### config.mk
export PLATFORM = sky130hd
export DESIGN_NAME = rf_writeback
export DESIGN_NICKNAME = d
export VERILOG_FILES = /design/src/rtl/rf_writeback.sv
export SDC_FILE = /design/constraint.sdc
export NUM_CORES = 1
export LEC_CHECK = 0
export ABC_CLOCK_PERIOD_IN_PS = 5700
export BUFFER_PORTS_ARGS = -buffer_cell sky130_fd_sc_hd__buf_2
export CORE_MARGIN = 2
export CORE_UTILIZATION = 58
export DETAILED_ROUTE_END_ITERATION = 12
export PLACE_DENSITY = 0.81
export SYNTH_ARGS = -nofsm -noshare
export SYNTH_HDL_FRONTEND = slang
export SYNTH_SLANG_ARGS = --single-unit
### constraint.sdc
create_clock -name clk -period 5.7 [get_ports clk]
set_input_delay 0.57 -clock clk [delete_from_list [all_inputs] [get_ports clk]]
set_output_delay 0.57 -clock clk [all_outputs]
set_load 0.005 [all_outputs]
### src/rtl/rf_writeback.sv
// rf_writeback: merges ALU and load writebacks into an in-order FIFO
// and drains one entry per cycle into the register-file write port.
module rf_writeback #(
  parameter int DEPTH  = 4,
  parameter int ADDR_W = 32
) (
  input  logic                    clk,
  input  logic                    rst_n,
  input  logic                    alu_valid,
  output logic                    alu_ready,
  input  logic [4:0]              alu_addr,
  input  logic [31:0]             alu_data,
  input  logic [ADDR_W-1:0]       alu_pc,
  input  logic                    ld_valid,
  output logic                    ld_ready,
  input  logic [4:0]              ld_addr,
  input  logic [31:0]             ld_data,
  input  logic [ADDR_W-1:0]       ld_pc,
  output logic                    rf_we,
  output logic [4:0]              rf_waddr,
  output logic [31:0]             rf_wdata,
  output logic [ADDR_W-1:0]       rf_pc,
  input  logic [4:0]              rd_addr1,
  input  logic [4:0]              rd_addr2,
  output logic                    pend1,
  output logic                    pend2,
  output logic [$clog2(DEPTH):0]  count
);

  localparam int PW = $clog2(DEPTH);
  localparam int CW = PW + 1;

  typedef struct packed {
    logic [4:0]        addr;
    logic [31:0]       data;
    logic [ADDR_W-1:0] pc;
  } ent_t;

  ent_t            r_mem [DEPTH];
  logic [PW-1:0]   r_rptr;
  logic [PW-1:0]   r_wptr;
  logic [CW-1:0]   r_count;

  logic [CW-1:0]   w_free;
  logic            w_ld_push;
  logic            w_alu_push;
  logic            w_pop;
  logic [1:0]      w_npush;
  logic [PW-1:0]   w_alu_slot;
  ent_t            w_head;
  ent_t            w_ld_ent;
  ent_t            w_alu_ent;
  logic            w_hit1;
  logic            w_hit2;
  logic [PW-1:0]   w_off;

  // Loads own the last free slot; readiness never looks at this cycle's pop.
  assign w_free    = CW'(DEPTH) - r_count;
  assign ld_ready  = (w_free >= CW'(1));
  assign alu_ready = (w_free >= CW'(2)) ||
                     ((w_free == CW'(1)) && !ld_valid);

  assign w_ld_push  = ld_valid && ld_ready && (ld_addr != 5'd0);
  assign w_alu_push = alu_valid && alu_ready && (alu_addr != 5'd0);
  assign w_pop      = (r_count != '0);
  assign w_npush    = {1'b0, w_ld_push} + {1'b0, w_alu_push};
  assign w_alu_slot = r_wptr + PW'(w_ld_push);

  assign w_head    = r_mem[r_rptr];
  assign w_ld_ent  = '{addr: ld_addr, data: ld_data, pc: ld_pc};
  assign w_alu_ent = '{addr: alu_addr, data: alu_data, pc: alu_pc};

  always_ff @(posedge clk) begin
    if (w_ld_push)
      r_mem[r_wptr] <= w_ld_ent;
    if (w_alu_push)
      r_mem[w_alu_slot] <= w_alu_ent;
  end

  always_ff @(posedge clk or negedge rst_n) begin
    if (!rst_n) begin
      r_rptr   <= '0;
      r_wptr   <= '0;
      r_count  <= '0;
      rf_we    <= 1'b0;
      rf_waddr <= '0;
      rf_wdata <= '0;
      rf_pc    <= '0;
    end else begin
      r_wptr  <= r_wptr + PW'(w_npush);
      r_rptr  <= r_rptr + PW'(w_pop);
      r_count <= r_count + CW'(w_npush) - CW'(w_pop);
      rf_we   <= w_pop;
      if (w_pop) begin
        rf_waddr <= w_head.addr;
        rf_wdata <= w_head.data;
        rf_pc    <= w_head.pc;
      end
    end
  end

  // Output register counts as pending: the RF commits it on the negedge.
  always_comb begin
    w_hit1 = 1'b0;
    w_hit2 = 1'b0;
    w_off  = '0;
    for (int i = 0; i < DEPTH; i++) begin
      w_off = PW'(i) - r_rptr;
      if ({1'b0, w_off} < r_count) begin
        if (r_mem[i].addr == rd_addr1)
          w_hit1 = 1'b1;
        if (r_mem[i].addr == rd_addr2)
          w_hit2 = 1'b1;
      end
    end
    if (rf_we && (rf_waddr == rd_addr1))
      w_hit1 = 1'b1;
    if (rf_we && (rf_waddr == rd_addr2))
      w_hit2 = 1'b1;
  end

  assign pend1 = (rd_addr1 != 5'd0) && w_hit1;
  assign pend2 = (rd_addr2 != 5'd0) && w_hit2;
  assign count = r_count;

endmodule

==> results of run 1 <==
[layer usage]
metal  routed length [um]  vias to the layer above  GRT usage (%)
met2                20200                      363           43.1
li1                     -                     4629              -
met1                16000                     5220           32.7
met3                 2840                       63           5.24
met4                  775                        4           7.52
met5                   22                        -              0
[power by group through the flow]
stage / registers, uW / logic [uW] / clock network [uW]
after floorplan: 4880 / 3600 / 0
after global placement: 4960 / 4870 / 0
after detailed placement: 5040 / 4970 / 0
after CTS: 5000 / 5010 / 2520
after global routing: 5110 / 5350 / 2620
final: 4990 / 4940 / 2490
[Yosys cell counts (3+ instances only)]
| cell type | number |
|---|---|
| sky130_fd_sc_hd__buf_1 | 7 |
| sky130_fd_sc_hd__or4_1 | 3 |
| sky130_fd_sc_hd__and3_1 | 4 |
| sky130_fd_sc_hd__mux2_1 | 138 |
| sky130_fd_sc_hd__xor2_1 | 28 |
| sky130_fd_sc_hd__inv_1 | 13 |
| sky130_fd_sc_hd__nand3_1 | 6 |
| sky130_fd_sc_hd__nor4_1 | 11 |
| sky130_fd_sc_hd__mux2_4 | 138 |
| sky130_fd_sc_hd__nor2_1 | 3 |
| sky130_fd_sc_hd__buf_2 | 19 |
| sky130_fd_sc_hd__a21oi_1 | 3 |
| sky130_fd_sc_hd__buf_6 | 16 |
| sky130_fd_sc_hd__clkbuf_1 | 30 |
| sky130_fd_sc_hd__mux4_2 | 69 |
| sky130_fd_sc_hd__nor3_1 | 3 |
| sky130_fd_sc_hd__dfrtp_1 | 77 |
| sky130_fd_sc_hd__edfxtp_1 | 276 |
| sky130_fd_sc_hd__xnor2_1 | 30 |
| sky130_fd_sc_hd__ha_1 | 15 |
| sky130_fd_sc_hd__nand2_1 | 209 |
[worst max-delay path: stages (launching register included)]
cell,delay [ns]
sky130_fd_sc_hd__dfrtp_1,0.47
sky130_fd_sc_hd__inv_1,0.10
sky130_fd_sc_hd__ha_1,0.24
sky130_fd_sc_hd__ha_4,0.27
sky130_fd_sc_hd__nand2b_1,0.06
sky130_fd_sc_hd__or3_1,0.36
sky130_fd_sc_hd__o311a_1,0.23
sky130_fd_sc_hd__ha_1,0.26
sky130_fd_sc_hd__xor2_1,0.20
sky130_fd_sc_hd__nor4_2,0.37
sky130_fd_sc_hd__buf_4,0.63
sky130_fd_sc_hd__buf_4,0.56
sky130_fd_sc_hd__mux2_1,0.38
[registers in the layout (all words and copies together), names as in the netlist]
register / cells
rf_pc: 32
r_mem: 276
r_wptr: 2
count: 3
rf_we: 1
r_rptr: 2
rf_wdata: 32
rf_waddr: 5
[cell usage in the layout, fill, tap and decap left out, drive strengths merged, types with 3 or more instances in the layout]
| cell | Yosys | final |
|---|---|---|
| mux2 | 276 | 276 |
| nor3 | 3 | 3 |
| buf | 42 | 244 |
| nor2 | 3 | 3 |
| nand2 | 209 | 209 |
| inv | 14 | 13 |
| nor4 | 12 | 12 |
| nand3 | 6 | 6 |
| mux4 | 69 | 69 |
| clkbuf | 30 | 60 |
| ha | 15 | 15 |
| diode | 0 | 8 |
| xnor2 | 30 | 30 |
| dfrtp | 77 | 77 |
| bufinv | 0 | 3 |
| edfxtp | 276 | 276 |
| a21oi | 3 | 3 |
| or4 | 3 | 3 |
| and3 | 4 | 4 |
| xor2 | 28 | 28 |
| clkinv | 0 | 8 |
[how the worst min path moves through the flow]
| stage | start | to | cells past startpoint |
|---|---|---|---|
| 6_report | rst_n | rf_pc[4] | 1 |
| 5_1_grt | rst_n | rf_pc[6] | 1 |
| 4_1_cts | rst_n | rf_pc[6] | 1 |
| 3_5_place_dp | rf_pc[3] | rf_pc[3] | 2 |
| 3_3_place_gp | rf_wdata[27] | rf_wdata[27] | 2 |
| 2_1_floorplan | rst_n | count[0] | 0 |
[logic make-up (layout without fill, tap and decap cells)]
kind of cell / Yosys count / after routing / share of synthesized area [%]
xor gates and xnor gates: 58 / 58 / 2.87
muxes: 345 / 345 / 29.3
adders and majority gates: 16 / 16 / 1.17
AOI/OAI and AO/OA: 14 / 14 / 0.594
DFF: 353 / 353 / 57.7
and+or+nand+nor: 248 / 248 / 5.76
other: 0 / 8 / 0
buffers and inverters: 86 / 328 / 2.64
[area by class of cell]
type                    count  area share, %
clock buffers              60           5.61
multi-input cells         681           34.7
inverters                  14          0.263
flip-flops and latches    353           50.0
well taps                 390           2.38
repair buffers            244           6.42
diodes                      8         0.0978
clock inverters            10          0.587
[through the flow]
| step | hold slack [ns] | util, % | worst slack [ns] | cells |
|---|---|---|---|---|
| finish | 0.0518 | 68.5 | 1.29 | 1760 |
| detailed placement | 0.453 | 64.2 | 1.37 | 1682 |
| CTS | 0.0730 | 68.4 | 1.32 | 1752 |
| global route | 0.0905 | 68.5 | 1.16 | 1757 |
| global placement | 0.448 | 64.2 | 1.53 | 1682 |
| floorplan | 0.274 | - | 0.482 | 1120 |
==> out/results.ini, run 1 <==
[clock_tree]
htree_levels = 2
cts_tree = built
clk_latency_ns = 0.53
ctsHoldBuffers = 0
postCtsSetupBuffers = 0
cts.reportedPaths.clkPinSlew_ns = 0.06
cts_made_buffers = 38
clock_tree.buffer_depth = 3
cts_repair_resize_count = 0
numClockSinks = 353
clock-root-buffer = sky130_fd_sc_hd__clkbuf_16

[sta]
period_minus_slack_ns = 4.41
maxSlewViolCount = 0
rsz_0062_raised_after_global_routing = false
number_of_endpoints_failing_setup_at_the_final_stage = 0
worst_slew_pin_slew_ns = 1.01
finalClockSkew_ns = 0.0172
final-hold-violation-count = 0
fmaxAchievable_mhz = 227
worst_slew_margin_rel_pct = 32.2
period_share_pct = 77.4
setup-tns-final_ns = 0

[drt]
first_drt_iteration_drcs = 741
vias_per_cell = 5.84
post_drt_wl_per_cell_um = 22.7
vias = 10300
postRouteAntennaNets = 0
drt_first_pass_iters = 6
drt_wl_total_um = 39900
drc = 0

[synth]
yosys_warnings = 0
async_reset_ff_share_pct = 21.8
synth-seq-area-share_pct = 57.7
yosysUniqueCellTypes = 37
post-synth-top-area-cell = sky130_fd_sc_hd__edfxtp_1
synth-seq-cells = 353
postSynthCellCount = 1120
synth-edff-count = 276
syn_area_per_cell_um2 = 15.8
synth_fp_nets = 1288
synth-main-ff-cell = sky130_fd_sc_hd__edfxtp_1
mappedNetlistArea_mm2 = 0.0177
synth_top_cell_area_share_pct = 46.8
yosys-top-cells-area = sky130_fd_sc_hd__edfxtp_1 (47%), sky130_fd_sc_hd__mux2_4 (12%), sky130_fd_sc_hd__dfrtp_1 (11%), sky130_fd_sc_hd__mux2_1 (8.8%), sky130_fd_sc_hd__mux4_2 (8.8%)

[global_routing]
grt_usage_pct = 25.2
initial_antenna_violation_count = 10
globalRoute.totalOverflow = 0
pin_count_of_the_biggest_net_entering_global_routing = 72
wire_length_of_the_first_global_routing_pass_um = 60000
first_global_vias = 10600

[critical_path]
worstPathRequired_ns = 5.96
crit_type = reg -> reg
worst-r2r-setup-slack_ns = 1.29
cp.arrival_ns = 4.67
setup.worst_path.start_class = flop
timing.rr.end = r_mem[0][55]
worstReg2RegStart = count[0]
r2r_cells = 12
setup.worst_path.end_class = flop
worst_setup_path_endpoint = r_mem[0][55]
worst_setup_path_startpoint = count[0]
cp_max_fo = 40

[die]
io_pins = 229
design.core.area_mm2 = 0.0299
chipWidth_um = 179
floorplan.initialDensity_pct = 59.3
placementRows = 63
die-height_um = 179
die-area_mm2 = 0.0319

[power_and_ir_drop]
power.static_leakage_uw = 0.00812
p_switching_uw = 4160
ir_worst_vdd_uv = 524
combinationalPowerShare_pct = 39.8
swShare_pct = 33.5
power-per-cell-area_mw_per_mm2 = 607
total_power_uw = 12400
p_int_uw = 8270
seq_power_share_pct = 40.2
pwr-share-clk_pct = 20.0

[layout]
area.sequential_mm2 = 0.0102
finalInstanceArea_mm2 = 0.0205
share_of_cells_above_drive_strength_1_pct = 37.9
finalNetCount = 1500
multiInputGateArea_mm2 = 0.00710
area_growth_pct = 15.6
filler_cell_count = 2014

[run]
maxCapViolCount = 0

[place]
placed_area_mm2 = 0.0192
gp_congestion = 0.902
io_buffer_count = 228
hpwl_um = 24100

[worst_hold_path]
hold_class = in -> async

[outcome]
status = finished, final reports clean

(Power assumes the default switching activity.)
==> run 2, diff against run 1 <==
Settings changed: ABC_CLOCK_PERIOD_IN_PS 5700 to 3700, CORE_UTILIZATION 58 to 53, PLACE_DENSITY 0.81 to 0.78.
Clock period 5.7 ns to 3.7 ns, I/O delays scaled along.
==> run 2 against run 1 <==
  * The run now ends with negative hold slack left
  * Routed wire length increased by 3.9%
  * Global-route usage decreased by 1.1 points
  * Design area increased by 1.4%
  * Setup slack got worse by 1.0 ns
  * Largest power group is now combinational logic
  * Die area increased by 9.2%
  * Total power increased by 57%
==> out/results.ini, run 2 (synthesis results as in run 1) <==
[place]
gp_congestion = 0.908
io_buffer_count = 228
place_ws_ns = 0.254
hpwl_um = 25400

[drt]
vias = 10300
drc = 0
drt_wl_total_um = 41400
post_drt_wl_per_cell_um = 22.7
drt_first_pass_iters = 5
postRouteAntennaNets = 0
vias_per_cell = 5.65
first_drt_iteration_drcs = 664

[die]
placementRows = 66
chipWidth_um = 187
io_pins = 229
die-area_mm2 = 0.0349
die-height_um = 187
floorplan.initialDensity_pct = 54.1
design.core.area_mm2 = 0.0327

[sta]
worst_hold_check_slack_ns = -0.0240
period_minus_slack_ns = 3.46
setup-tns-final_ns = 0
final-hold-violation-count = 11
fmaxAchievable_mhz = 289
maxSlewViolCount = 0
worst_slew_pin_slew_ns = 1.22
number_of_endpoints_failing_setup_at_the_final_stage = 0
worst_slew_margin_rel_pct = 18.8
finalClockSkew_ns = 0.0260
period_share_pct = 93.5
rsz_0062_raised_after_global_routing = false
postLayoutSetupSlackWorst_ns = 0.240

[critical_path]
crit_type = reg -> reg
timing.rr.end = r_mem[2][21]
worstPathRequired_ns = 3.96
crit_chain = inv_1 > ha_1 > ha_4 > nand2b_1 > or3_1 > o311a_1 > ha_1 > xnor2_1 > nor4_4 > buf_12 > mux2_1
worstReg2RegStart = count[1]
crit_path_max_incr_delay_ns = 0.45
setup.worst_path.end_class = flop
cp_max_fo = 45
setup.worst_path.start_class = flop
worst-r2r-setup-slack_ns = 0.24
cp.arrival_ns = 3.72
r2r_cells = 11
timing.critical_path.mode_cell = sky130_fd_sc_hd__ha_1
cp_slowest_cell = sky130_fd_sc_hd__nor4_4

[power_and_ir_drop]
combinationalPowerShare_pct = 42.1
p_int_uw = 12900
p_switching_uw = 6610
power.static_leakage_uw = 0.00820
swShare_pct = 33.9
seq_power_share_pct = 38.5
ir_worst_vdd_uv = 697
pwr-share-clk_pct = 19.4
power-per-cell-area_mw_per_mm2 = 939

[layout]
largest_reg_flops = 276
area_growth_pct = 17.2
layout.cells.most_common = sky130_fd_sc_hd__edfxtp_1
finalNetCount = 1514
mostFrequentLayoutCells = sky130_fd_sc_hd__edfxtp_1 (276), sky130_fd_sc_hd__buf_2 (227), sky130_fd_sc_hd__nand2_1 (209), sky130_fd_sc_hd__mux2_1 (138), sky130_fd_sc_hd__mux2_4 (138)
share_of_cells_above_drive_strength_1_pct = 38.7
largest_registers = r_mem: 276 flops, rf_pc: 32 flops, rf_wdata: 32 flops
registers.top_by_ff_count = r_mem

[clock_tree]
clock_tree.buffer_depth = 3
ctsHoldBuffers = 0
clock-root-buffer = sky130_fd_sc_hd__clkbuf_16
clk_latency_ns = 0.53
cts_repair_resize_count = 0
htree_levels = 2
postCtsSetupBuffers = 0
cts.reportedPaths.clkPinSlew_ns = 0.06
numClockSinks = 353
cts_tree = built
cts_made_buffers = 39

[worst_hold_path]
hold_class = in -> async

[global_routing]
first_global_vias = 11200
grt_usage_pct = 24.1
wire_length_of_the_first_global_routing_pass_um = 64600
initial_antenna_violation_count = 12
pin_count_of_the_biggest_net_entering_global_routing = 72
globalRoute.totalOverflow = 0

[run]
maxCapViolCount = 0

[outcome]
status = finished, violations left
failing_checks = negative hold slack

run 2: layer usage:
| metal | GRT usage, % | vias to the layer above | part of all wire, % |
|---|---|---|---|
| li1 | - | 4654 | - |
| met1 | 30.5 | 5210 | 40 |
| met2 | 41.4 | 368 | 50 |
| met3 | 4.98 | 84 | 7.0 |
| met4 | 8.36 | 6 | 2.8 |
| met5 | 0 | - | 0.070 |
run 2: power groups by stage:
| stage | combinational, uW | clock [uW] | sequential, uW |
|---|---|---|---|
| after CTS | 8310 | 3840 | 7500 |
| after global routing | 8870 | 4010 | 7670 |
| after detailed placement | 8260 | 0 | 7570 |
| after floorplan | 5610 | 0 | 7410 |
| final | 8190 | 3780 | 7500 |
| after global placement | 8120 | 0 | 7470 |
run 2: critical path: cells and delay by family, from the launching register on:
family,cells,cell delay [ns]
AO/OA/AOI/OAI,1,0.15
XOR/XNOR,1,0.19
adder cells (fa/ha/maj),3,0.74
buffers and inverters,2,0.49
flip-flops,1,0.38
multiplexers,1,0.37
AND/OR/NAND/NOR,3,0.83
run 2: final cells by class:
| cell class | instances | area, um2 |
|---|---|---|
| inverters | 14 | 52.6 |
| multi-input cells | 681 | 7110 |
| repair buffers | 257 | 1550 |
| clock buffers | 53 | 1060 |
| clock inverters | 18 | 179 |
| flip-flops and latches | 353 | 10200 |
| diodes | 10 | 25.0 |
| fillers | 2387 | 12000 |
| well taps | 442 | 553 |
run 2: worst max path at each step:
stage              from  slack, ns  cells past startpoint      endpoint
6_report       count[1]       0.24                     11  r_mem[2][21]
5_1_grt        count[1]       0.07                     11   r_mem[0][1]
4_1_cts        count[1]       0.23                     11  r_mem[2][21]
3_5_place_dp   count[1]       0.25                     11  r_mem[2][51]
3_3_place_gp   count[1]       0.35                     11  r_mem[0][14]
2_1_floorplan  count[0]       0.04                     11   r_mem[2][0]
run 2: metrics by stage:
stage / area (um2) / power (uW) / std cells / hold WS, ns / utilization, %
global placement: 19500 / 15600 / 1747 / 0.448 / 59.6
CTS: 20700 / 19700 / 1818 / 0.0150 / 63.4
global route: 20700 / 20500 / 1827 / 0.0413 / 63.4
finish: 20700 / 19500 / 1828 / -0.0240 / 63.4
detailed placement: 19500 / 15800 / 1747 / 0.453 / 59.6
floorplan: 17700 / 13000 / 1120 / 0.0744 / -
